$ cat src/rtl/load_wb_unit.sv
// Load writeback unit: issues one word read per load, formats the returned
// byte/half/word with sign or zero extension and drives the register file
// write port for a single cycle. busy_o stalls the pipeline while a load is
// in flight; only one load is ever outstanding.
//
// Optional feature: define LOAD_MISALIGN_TRAP_EN to trap misaligned LH/LHU/LW
// through a one-cycle ERR state (err_o pulse, no memory access, no write).
// Without it err_o is tied low and misaligned loads read the containing word.
module load_wb_unit (
    input  logic        clk_i,
    input  logic        rst_i,
    input  logic        ld_valid_i,
    input  logic [31:0] ld_addr_i,
    input  logic [2:0]  ld_funct3_i,
    input  logic [4:0]  ld_rd_i,
    output logic        mem_req_o,
    output logic [31:0] mem_addr_o,
    input  logic        mem_gnt_i,
    input  logic        mem_rvalid_i,
    input  logic [31:0] mem_rdata_i,
    output logic        busy_o,
    output logic        rwr_en_o,
    output logic        dr_en_o,
    output logic [4:0]  rd_o,
    output logic [31:0] wr_data_o,
    output logic        err_o
);

    typedef enum logic [2:0] {
        StIdle = 3'd0,
        StReq  = 3'd1,
        StWait = 3'd2,
        StWb   = 3'd3
`ifdef LOAD_MISALIGN_TRAP_EN
        ,
        StErr  = 3'd4
`endif
    } state_e;

    state_e      r_state;
    logic [1:0]  r_off;
    logic [2:0]  r_funct3;
    logic [4:0]  r_rd;
    logic        r_mem_req;
    logic [31:0] r_mem_addr;
    logic        r_busy;
    logic        r_rwr_en;
    logic [4:0]  r_rd_out;
    logic [31:0] r_wr_data;

    logic [7:0]  w_byte;
    logic [15:0] w_half;
    logic [31:0] w_fmt_data;

    // Format the incoming read word using the latched offset and load type
    always_comb begin
        w_byte = 8'h00;
        case (r_off)
            2'd0:    w_byte = mem_rdata_i[7:0];
            2'd1:    w_byte = mem_rdata_i[15:8];
            2'd2:    w_byte = mem_rdata_i[23:16];
            default: w_byte = mem_rdata_i[31:24];
        endcase
        w_half = r_off[1] ? mem_rdata_i[31:16] : mem_rdata_i[15:0];
        case (r_funct3)
            3'b000:  w_fmt_data = {{24{w_byte[7]}}, w_byte};
            3'b100:  w_fmt_data = {24'h000000, w_byte};
            3'b001:  w_fmt_data = {{16{w_half[15]}}, w_half};
            3'b101:  w_fmt_data = {16'h0000, w_half};
            // LW and the unused encodings 011/110/111 pass the word through
            default: w_fmt_data = mem_rdata_i;
        endcase
    end

`ifdef LOAD_MISALIGN_TRAP_EN
    logic w_misalign;

    // Halfword loads need addr[0]=0; word-formatted loads need addr[1:0]=0
    always_comb begin
        w_misalign = 1'b0;
        if (ld_funct3_i[1:0] == 2'b01) begin
            w_misalign = ld_addr_i[0];
        end else if (ld_funct3_i[1]) begin
            w_misalign = |ld_addr_i[1:0];
        end
    end

    logic r_err;
    assign err_o = r_err;
`else
    assign err_o = 1'b0;
`endif

    // Load sequencer: state and every output are registered here
    always_ff @(posedge clk_i) begin
        if (rst_i) begin
            r_state    <= StIdle;
            r_off      <= 2'd0;
            r_funct3   <= 3'd0;
            r_rd       <= 5'd0;
            r_mem_req  <= 1'b0;
            r_mem_addr <= 32'd0;
            r_busy     <= 1'b0;
            r_rwr_en   <= 1'b0;
            r_rd_out   <= 5'd0;
            r_wr_data  <= 32'd0;
`ifdef LOAD_MISALIGN_TRAP_EN
            r_err      <= 1'b0;
`endif
        end else begin
            case (r_state)
                StIdle: begin
                    if (ld_valid_i) begin
                        r_off    <= ld_addr_i[1:0];
                        r_funct3 <= ld_funct3_i;
                        r_rd     <= ld_rd_i;
                        r_busy   <= 1'b1;
`ifdef LOAD_MISALIGN_TRAP_EN
                        if (w_misalign) begin
                            r_state <= StErr;
                            r_err   <= 1'b1;
                        end else begin
`endif
                            r_state    <= StReq;
                            r_mem_req  <= 1'b1;
                            r_mem_addr <= {ld_addr_i[31:2], 2'b00};
`ifdef LOAD_MISALIGN_TRAP_EN
                        end
`endif
                    end
                end
                StReq: begin
                    if (mem_gnt_i) begin
                        r_mem_req  <= 1'b0;
                        r_mem_addr <= 32'd0;
                        // Data may come back in the grant cycle itself
                        if (mem_rvalid_i) begin
                            r_state   <= StWb;
                            r_rwr_en  <= 1'b1;
                            r_rd_out  <= r_rd;
                            r_wr_data <= w_fmt_data;
                        end else begin
                            r_state <= StWait;
                        end
                    end
                end
                StWait: begin
                    if (mem_rvalid_i) begin
                        r_state   <= StWb;
                        r_rwr_en  <= 1'b1;
                        r_rd_out  <= r_rd;
                        r_wr_data <= w_fmt_data;
                    end
                end
                StWb: begin
                    r_state   <= StIdle;
                    r_rwr_en  <= 1'b0;
                    r_rd_out  <= 5'd0;
                    r_wr_data <= 32'd0;
                    r_busy    <= 1'b0;
                end
`ifdef LOAD_MISALIGN_TRAP_EN
                StErr: begin
                    r_state <= StIdle;
                    r_err   <= 1'b0;
                    r_busy  <= 1'b0;
                end
`endif
                default: begin
                    r_state    <= StIdle;
                    r_mem_req  <= 1'b0;
                    r_mem_addr <= 32'd0;
                    r_busy     <= 1'b0;
                    r_rwr_en   <= 1'b0;
                end
            endcase
        end
    end

    assign mem_req_o  = r_mem_req;
    assign mem_addr_o = r_mem_addr;
    assign busy_o     = r_busy;
    assign rwr_en_o   = r_rwr_en;
    assign dr_en_o    = r_rwr_en;
    assign rd_o       = r_rd_out;
    assign wr_data_o  = r_wr_data;

endmodule
$ cat config.mk
export PLATFORM = sky130hd
export DESIGN_NAME = load_wb_unit
export DESIGN_NICKNAME = d
export VERILOG_FILES = /design/src/rtl/load_wb_unit.sv
export SDC_FILE = /design/constraint.sdc
export NUM_CORES = 1
export LEC_CHECK = 0
export BUFFER_PORTS_ARGS = -buffer_cell sky130_fd_sc_hd__buf_2
export CAP_MARGIN = 20
export CORE_UTILIZATION = 50
export CTS_BUF_LIST = sky130_fd_sc_hd__clkbuf_8
export DETAILED_ROUTE_END_ITERATION = 12
export HOLD_SLACK_MARGIN = 0.02
export PLACE_DENSITY = 0.83
export RECOVER_POWER = 100
export SETUP_SLACK_MARGIN = 0.15
export SLEW_MARGIN = 20
export SYNTH_ARGS = -nofsm -noshare
export SYNTH_HDL_FRONTEND = slang
export SYNTH_SLANG_ARGS = --single-unit
$ cat constraint.sdc
create_clock -name clk_i -period 2.4 [get_ports clk_i]
set_input_delay 0.6 -clock clk_i [delete_from_list [all_inputs] [get_ports clk_i]]
set_output_delay 0.6 -clock clk_i [all_outputs]
set_load 0.01 [all_outputs]
; ---- After elaboration in Yosys (flattened, before gate mapping)
; Index checks and enable logic that the tools add are counted.
[classes]
bitwise = 3
reduce_logical = 12
n_mux = 24
n_eq_ne = 11
[op_table]
columns = operator, n
row1 = 32-bit case mux with 3 select lines, 2
row2 = 32-bit two-way mux, 4
row3 = 32-bit case mux with 4 select lines, 1
row4 = 8-bit case mux with 3 select lines, 1
row5 = 16-bit two-way mux, 1
row6 = 5-bit case mux with 3 select lines, 1
row7 = 5-bit two-way mux, 2
row8 = 3-bit two-way mux, 3
row9 = 3-bit case mux with 3 select lines, 1
row10 = 2-bit AND reduction, 4
row11 = "3-bit by 1-bit equality test with 1-bit output, second input constant", 2
row12 = "3-bit by 2-bit equality test with 1-bit output, second input constant", 2
row13 = "3-bit equality test, second input constant", 2
row14 = 3-bit logical NOT, 2
row15 = "2-bit != test, second input constant", 3
row16 = 1-bit case mux with 3 select lines, 2
row17 = 3-bit AND reduction, 2
row18 = 1-bit two-way mux, 5
row19 = 2-bit OR reduction, 2
row20 = 1-bit NOT, 3
row21 = 3-bit nonzero test, 1
row22 = "2-bit by 1-bit equality test with 1-bit output, second input constant", 1
row23 = "2-bit equality test, second input constant", 1
row24 = 2-bit logical NOT, 1
row25 = 1-bit case mux with 2 select lines, 1
[totals]
output_inout_bits = 74
ff_bits = 85
wordCells = 60

; ---- Logic depth before layout (Yosys ltp)
; Gate-level depths: netlist (run 1).
[depth]
depth_word = 6
ltp_mapped = 10
mapped_depth_nobuf = 6

; ---- Worst setup path after synthesis (run 1)
; Ideal clock, no wire load.
[synth_path]
path_type = register to register
startpoint = register r_state[1]
endpoint = register r_wr_data[26], in the netlist wr_data_o[26]
path_stages_with_launch = 11
path_slack_ns = 0.368
path_buffers = 4
t_arrival_ns = 1.915
period_less_slack_ns = 2.032
required_ns = 2.283
cell_sequence = dfxtp_1 inv_1 ha_1 nor2b_4 buf_6 or3_1 buf_2 nor2b_1 clkbuf_2 buf_6 a22o_2
[synth_between]
elab_chain_cells = 3
[synth_rtl]
columns = element, line_no
row1 = start: declaration, 40  ; state_e r_state;
row2 = start signal: assignment, 97  ; r_state <= StIdle;
row3 = start signal: assignment, 124  ; r_state <= StReq;
row4 = start signal: assignment, 138  ; r_state <= StWb;
row5 = 3-bit by 1-bit equality test with 1-bit output or 3-bit by 2-bit equality test with 1-bit output (tied branches), 111  ; case (r_state)
row6 = 2-bit != test (no line) or 3-bit nonzero test (tied branches), -
row7 = 2-bit AND reduction (no line), -
row8 = end signal: assignment, 141  ; r_wr_data <= w_fmt_data;
row9 = end signal: assignment, 152  ; r_wr_data <= w_fmt_data;
row10 = end: declaration, 49  ; logic [31:0] r_wr_data;
; Parallel ways exist; a longest one is shown, timed or not.
; A chain may end at the register's enable or synchronous reset.

; ---- Worst setup path in the final report (run 1)
[layout_path]
startpoint = register r_state[0]
endpoint = register r_wr_data[3], in the netlist wr_data_o[3]
; The elaborated chain is that of the path after synthesis.

==> results of run 1 <==
layout make-up:
class	instances	area [um2]
Timing Repair Buffer	161	757
Clock buffer	9	124
Fill cell	635	2370
Sequential cell	82	1640
Multi-Input combinational cell	292	1820
Clock inverter	7	62.6
Tap cell	96	120
Inverter	5	18.8
routing by layer:
layer	global-route usage	wire length (um)	up-vias
met3	0.0664	668	16
met2	0.409	4430	127
met4	0.0984	147	0
li1	-	-	1744
met1	0.314	4060	1574
met5	0	0	-
worst min path at each step:
stage	startpoint	end	slack (ns)	depth (start not counted)
6_report	mem_addr_o[2]	mem_addr_o[2]	0.45	2
5_1_grt	mem_addr_o[25]	mem_addr_o[25]	0.47	2
4_1_cts	mem_addr_o[28]	mem_addr_o[28]	0.45	2
3_5_place_dp	mem_addr_o[28]	mem_addr_o[28]	0.44	2
3_3_place_gp	mem_addr_o[12]	mem_addr_o[12]	0.44	2
2_1_floorplan	r_rd[0]	r_rd[0]	0.44	2
tightest hold or removal path: stages (launching register included):
cell     delay (ns)
dfxtp_1        0.31
nand2_1        0.05
a21oi_1        0.05
cell usage after synthesis (5+ instances only):
cell	number	share of area
a21boi_0	7	0.014
a21oi_1	46	0.063
a22o_1	6	0.014
a22o_2	10	0.027
a22oi_1	6	0.012
and3_1	6	0.010
clkbuf_1	26	0.027
dfxtp_1	82	0.45
inv_1	5	0.0051
mux2_2	12	0.037
nand2_1	64	0.066
nand2b_1	18	0.031
nand3_1	31	0.043
nor2_1	12	0.012
nor2b_1	7	0.012
o21ai_0	9	0.012
o221ai_1	5	0.012
o22a_1	5	0.012
o2bb2ai_1	14	0.034
timing repair:
| action | in CTS | in global routing |
|---|---|---|
| setup endpoints to repair | 0 | 16 |
| buffers inserted | 0 | 1 |
| endpoints found under the hold margin | 0 | 0 |
cells by family after synthesis:
| logic type | after synthesis | synth area share |
|---|---|---|
| flip-flops | 82 | 0.450 |
| AO/OA/AOI/OAI | 118 | 0.229 |
| adder cells (fa/ha/maj) | 4 | 0.0137 |
| AND/OR/NAND/NOR | 153 | 0.204 |
| buffers and inverters | 45 | 0.0603 |
| multiplexers | 14 | 0.0425 |
| other | 1 | 0.00103 |
stage by stage:
| step | hold WS, ns | worst slack (ns) | utilization | area, um2 | std cells |
|---|---|---|---|---|---|
| after floorplan | 0.436 | 0.368 | - | 3660 | 419 |
| after global placement | 0.435 | 0.0195 | 0.641 | 4420 | 635 |
| after detailed placement | 0.442 | 0.200 | 0.641 | 4430 | 635 |
| after CTS | 0.451 | 0.181 | 0.668 | 4620 | 651 |
| after global routing | 0.472 | 0.218 | 0.657 | 4540 | 652 |
| final | 0.453 | 0.395 | 0.657 | 4540 | 652 |
power by group:
group | internal, mW | leakage (nW) | switching, mW
Sequential | 1.72 | 0.670 | 0.232
Clock | 0.470 | 0.0976 | 0.482
Combinational | 0.782 | 1.04 | 1.25
Total | 2.98 | 1.81 | 1.96
sequential cells by signal (all words and copies together) (netlist names), 2 cells and up:
name and flops:
mem_addr_o 30, r_funct3 3, r_off 2, r_rd 5, r_state 2, rd_o 5
wr_data_o 32
==> metrics, run 1 <==
Die Ht 87.4 um; Yosys reg bits a little over 80; crit path from r_state[0]; Mean Syn Cell Area roughly 8.8 um2; Seq/Total Area, Yosys 0.450; initial antenna violation count 0; Starting Density 0.528; Final Skew roughly 0.012 ns; initial drt markers around 170; Fin. Hold Viols 0; Core Box Area 6910 um2; RR Startpoint r_state[0]; CP Cell Sequence inv_1, ha_1, buf_4, nor4_2, buf_4, o221ai_1, o2bb2ai_1; GRT Util Overall 0.250; H-tree Lvls 3; DRC Markers 0; delay-heaviest family, CP buffers and inverters; IO Count 151; asr flop ratio synth 0; max_slew headroom 0.508; CTS tree yes; Leak 1.81 nW; cell mode on critical path buf_4; Worst-path clk slew 0.08 ns; Post-layout nets approximately 630; max-cap violation count 0; clk_lat worst skew 0.35 ns; WP buf/inv 3; Die W 87.4 um; Site Rows 30; Num CTS Buffers 9; vias 3461; most common cell after layout, fill and taps aside dfxtp_1; Sink Count 82; Root Driver clkbuf_8; Vias/cell 5.31; ANT cells 0; setup violators final 0; post-DP HPWL 6840 um; Max Fclk 499 MHz; R2R cell count 7; Max Slew Vio Count 0; IO buf count 147; fin crit period approximately 2 ns; Setup crit start kind flip-flop; worst-path fanout max 23; setup_tns 0 ns; largest net degree at the start of global routing 49; fraction of layout cells with a size suffix above 1 0.236; Peak VDD IR around 0.73 mV; crit path capture wr_data_o[3]; top_reg_cell synth dfxtp_1; total grt overflow 0; First-pass DRT Iterations 4; Pwr per Cell Area 1090 nW/um2; clock tree buffer depth 2; RePlAce Congestion 0.900; commonest non-fill, non-tap cells in the layout dfxtp_1 (82), buf_2 (76), clkbuf_1 (73), nand2_1 (64), a21oi_1 (46); unrepaired setup endpoints after global routing no; vias in the first global route around 3300; Critical Path RT roughly 2.7 ns; total power 4.94 mW; critical setup path kind flip-flop to flip-flop; Tcrit/Tclk final 0.835; WL/cell 14.3 um; Slew @ Worst Pin between 0.7 and 0.8 ns; Post-Syn Instances 417; Area Overhead vs Synth 24.4%; antenna-violating nets left 0; largest stage delay on the critical path 0.46 ns; yosys warns 0; first-pass GRT wire length 15000 um; status complete, no violations; CP arrival roughly 2.3 ns; die area approximately 7600 um2; Distinct cells, synth 44; CTS Hold Bufs 0; Critical R2R Capture wr_data_o[3]; number of synthesized flops with an enable pin 0; worst min path class flip-flop to flip-flop; endpoint class of the critical path flip-flop; R2R setup slack about 0.4 ns; slowest CP cell nor4_2; Routed WL 9300 um; Synth Cell Area 3650 um2; cts repair resizes 0; total stage count of the critical path 7
Power figures use the tool's default switching activity.
==> run 2, diff against run 1 <==
- clock period: 2.4 -> 2.1 ns (I/O delays scaled with it)
==> metrics, run 2 (synthesized netlist as in run 1, its figures left out) <==
status complete, no violations; RR Startpoint r_state[0]; IO Count 151; Max Fclk 511 MHz; placed inst area 4500 um2; R2R cell count 6; total grt overflow 0; vias in the first global route about 3400; CP arrival between 2 and 2.5 ns; unrepaired setup endpoints after global routing yes; Slew @ Worst Pin about 0.73 ns; Die Ht 87.4 um; slowest CP cell or4_4; Num CTS Buffers 9; Post-layout nets 644; setup violators final 0; Max Slew Vio Count 0; worst min path class input port to flip-flop; first-pass GRT wire length 15400 um; most common cell after layout, fill and taps aside dfxtp_1; post-DP HPWL 6940 um; vias between 3000 and 4000; GRT Util Overall 0.258; CP Cell Sequence inv_1, ha_1, or4_4, clkbuf_2, a221oi_1, a21o_1; clock tree buffer depth 2; Starting Density 0.528; fraction of layout cells with a size suffix above 1 0.266; DRC Markers 0; CTS tree yes; initial antenna violation count 0; Fin. Hold Viols 0; worst-path fanout max 4; H-tree Lvls 3; Setup crit start kind flip-flop; Sink Count between 80 and 90; crit path from r_state[0]; IO buf count 147; commonest non-fill, non-tap cells in the layout dfxtp_1 (80), buf_2 (76), clkbuf_1 (72), nand2_1 (64), a21oi_1 (46); Routed WL 9820 um; critical setup path kind flip-flop to flip-flop; crit path capture wr_data_o[7]; clk_lat worst skew 0.35 ns; die area 7640 um2; Final Instance Area 4690 um2; RePlAce Congestion slightly above 0.9; Peak VDD IR 0.840 mV; initial drt markers 174; Site Rows 30; Final Skew 0.0114 ns; max_slew headroom 0.514; Critical Path RT 2.39 ns; number of flip-flops in the largest register 32; Vias/cell 5.38; Root Driver clkbuf_8; antenna-violating nets left 0; R2R setup slack 0.14 ns; Tcrit/Tclk final 0.932; Core Box Area 6910 um2; CTS Hold Bufs 0; Worst-path clk slew 0.09 ns; setup_tns 0 ns; WL/cell ~15 um; Pwr per Cell Area 1260 nW/um2; endpoint class of the critical path flip-flop; Area Overhead vs Synth 28.6%; total power between 5 and 6 mW; max-cap violation count 0; largest stage delay on the critical path 0.58 ns; Critical R2R Capture wr_data_o[7]; First-pass DRT Iterations 4; Die W 87.4 um; largest net degree at the start of global routing 45; Leak 1.88 nW; fin crit period 1.96 ns; ANT cells 0
## run 2: worst min-delay path by stage
stage / from / endpoint / slack, ns / depth (start not counted)
2_1_floorplan: r_rd[0] / r_rd[0] / 0.44 / 2
3_3_place_gp: mem_addr_o[27] / mem_addr_o[27] / 0.43 / 2
3_5_place_dp: wr_data_o[7] / wr_data_o[7] / 0.44 / 1
4_1_cts: ld_rd_i[0] / r_rd[0] / 0.40 / 3
5_1_grt: ld_rd_i[2] / r_rd[2] / 0.41 / 3
6_report: ld_rd_i[0] / r_rd[0] / 0.41 / 3
## run 2: per-stage QoR
stage / cells / hold slack, ns / util / setup WS, ns
2_1_floorplan: 419 / 0.436 / - / 0.163
3_3_place_gp: 641 / 0.435 / 0.651 / -0.115
3_5_place_dp: 641 / 0.440 / 0.652 / 0.0957
4_1_cts: 660 / 0.403 / 0.688 / 0.166
5_1_grt: 664 / 0.414 / 0.679 / 0.0604
6_report: 664 / 0.407 / 0.679 / 0.143
## run 2: per-layer routing
layer | vias up | GRT usage | share of wire
li1 | 1757 | - | -
met3 | 25 | 0.0834 | 0.080
met4 | 0 | 0.0984 | 0.021
met5 | - | 0 | 0
met2 | 148 | 0.428 | 0.48
met1 | 1640 | 0.312 | 0.42
## run 2: repair_timing
item	in CTS	in global routing
resized for setup	8	3
setup buffers	2	4
hold endpoints to repair	0	0
pin swaps	2	2
gates cloned	1	0
endpoints found under the setup margin	16	31
## run 2: where the power goes
group / total, mW / switching [mW] / internal [mW]
Clock: 1.13 / 0.587 / 0.547
Combinational: 2.51 / 1.51 / 1.01
Sequential: 2.24 / 0.265 / 1.98
## run 2: critical path, delay by kind of cell, from the launching register on
kind	cells	cell delay (ns)
and+or+nand+nor	1	0.58
DFF	1	0.39
buffers and inverters	2	0.23
AOI/OAI and AO/OA	2	0.44
adders and majority gates	1	0.25
## run 2: cell type report
type | count | area, um2
Clock buffer | 9 | 124
Sequential cell | 82 | 1650
Fill cell | 622 | 2210
Multi-Input combinational cell | 292 | 1850
Clock inverter | 7 | 71.3
Inverter | 5 | 18.8
Tap cell | 96 | 120
Timing Repair Buffer | 173 | 863
==> run 3, diff against run 2 <==
- RECOVER_POWER: 100 -> unset
==> metrics, run 3 (synthesized netlist as in run 1, its figures left out) <==
commonest non-fill, non-tap cells in the layout buf_2 (147), dfxtp_1 (80), nand2_1 (64), a21oi_1 (46), nand3_1 (31); Site Rows 30; pre-CTS setup slack 0.0957 ns; fraction of layout cells with a size suffix above 1 0.394; Die W between 80 and 90 um; setup slack after layout around 0.16 ns; Die Ht about 87 um; RePlAce Congestion 0.912; IO Count about 150; H-tree Lvls 3; WL/cell between 10 and 15 um; Vias/cell 5.34; initial drt markers 194; endpoint class of the critical path flip-flop; setup violators final 0; max-cap violation count 0; total grt overflow 0; DRC Markers 0; vias in the first global route between 3000 and 4000; Slew @ Worst Pin around 0.73 ns; post-DP HPWL 6940 um; Fin. Hold Viols 0; Routed WL 9880 um; Core Box Area roughly 7000 um2; first-pass GRT wire length ~15000 um; Critical Path RT ~2.4 ns; GRT Util Overall 0.258; largest net degree at the start of global routing 45; largest stage delay on the critical path 0.45 ns; Pwr per Cell Area 1250 nW/um2; CP Cell Sequence inv_2, ha_4, nor2b_4, buf_6, or4_4, buf_4, a221oi_1, a21o_1; fin crit period 1.94 ns; Tcrit/Tclk final 0.922; Root Driver clkbuf_8; Num CTS Buffers 9; Max Fclk 517 MHz; total power 6.00 mW; initial antenna violation count 0; CP arrival 2.23 ns; Sink Count 82; Max Slew Vio Count 0; post-route core utilization 0.693; Starting Density 0.528; worst min path class input port to flip-flop; slowest CP cell or4_4; Post-Place Cells 641; ANT cells 0; Peak VDD IR 0.871 mV; max_slew headroom 0.510; antenna-violating nets left 0; Final Skew 0.0122 ns; Post-layout nets about 640; number of flip-flops in the largest register 32; die area 7640 um2; unrepaired setup endpoints after global routing yes; status complete, no violations; Final Non-Filler Cells 664; clk_lat worst skew 0.35 ns; IO buf count 147; critical setup path kind flip-flop to flip-flop; CTS tree yes; First-pass DRT Iterations 4; Leak 2.18 nW; clock tree buffer depth 2; Worst-path clk slew approximately 0.090 ns; worst-path fanout max 7; CTS Hold Bufs 0; vias around 3500; Area Overhead vs Synth 31.2%; Setup crit start kind flip-flop; most common cell after layout, fill and taps aside buf_2
[run 3: cell count changes in the layout (fill, tap and decap cells not counted)]
cell      change
buf_2        +71
buf_4         +2
clkbuf_1     -72
clkbuf_2      -1
ha_1          -1
ha_2          +1
[run 3: final cells by class]
cell class,instances,area (um2)
Clock inverter,7,71.3
Inverter,5,18.8
Sequential cell,82,1650
Clock buffer,9,124
Tap cell,96,120
Timing Repair Buffer,173,958
Multi-Input combinational cell,292,1850
Fill cell,585,2120
[run 3: per-layer routing]
metal | global-route usage | wire length (um) | vias up
met2 | 0.428 | 4820 | 124
met1 | 0.312 | 4180 | 1656
met4 | 0.0984 | 163 | 0
met5 | 0 | 0 | -
li1 | - | - | 1753
met3 | 0.0834 | 707 | 14
[run 3: worst paths after layout]
kind,to,start,cells past startpoint,slack (ns)
hold reg to reg,wr_data_o[7],wr_data_o[7],1,0.45
setup reg to reg,wr_data_o[7],r_state[1],8,0.16
setup / recovery,wr_data_o[7],r_state[1],8,0.16
hold / removal,r_rd[0],ld_rd_i[0],3,0.41
[run 3: what timing repair did]
item                                   CTS  global route
setup buffers                            2             4
resized for setup                        8             3
setup endpoints to repair               16            31
gates cloned                             1             0
endpoints found under the hold margin    0             0
pin swaps                                2             2
[run 3: critical path: cells and delay by family, from the launching register on]
family,cells,cell delay (ns)
adder cells (fa/ha/maj),1,0.15
AND/OR/NAND/NOR,2,0.58
flip-flops,1,0.36
buffers and inverters,3,0.35
AO/OA/AOI/OAI,2,0.43
[run 3: metrics by stage]
| stage | hold WS [ns] | cell area [um2] | setup TNS, ns |
|---|---|---|---|
| after floorplan | 0.436 | 3670 | 0 |
| after global placement | 0.435 | 4500 | -1.93 |
| after detailed placement | 0.440 | 4500 | 0 |
| after CTS | 0.403 | 4750 | 0 |
| after global routing | 0.414 | 4790 | 0 |
| final | 0.409 | 4790 | 0 |
[run 3: power by group]
part	switching (mW)	internal, mW
Sequential	0.255	1.98
Combinational	1.51	1.12
Clock	0.588	0.547
Total	2.36	3.64
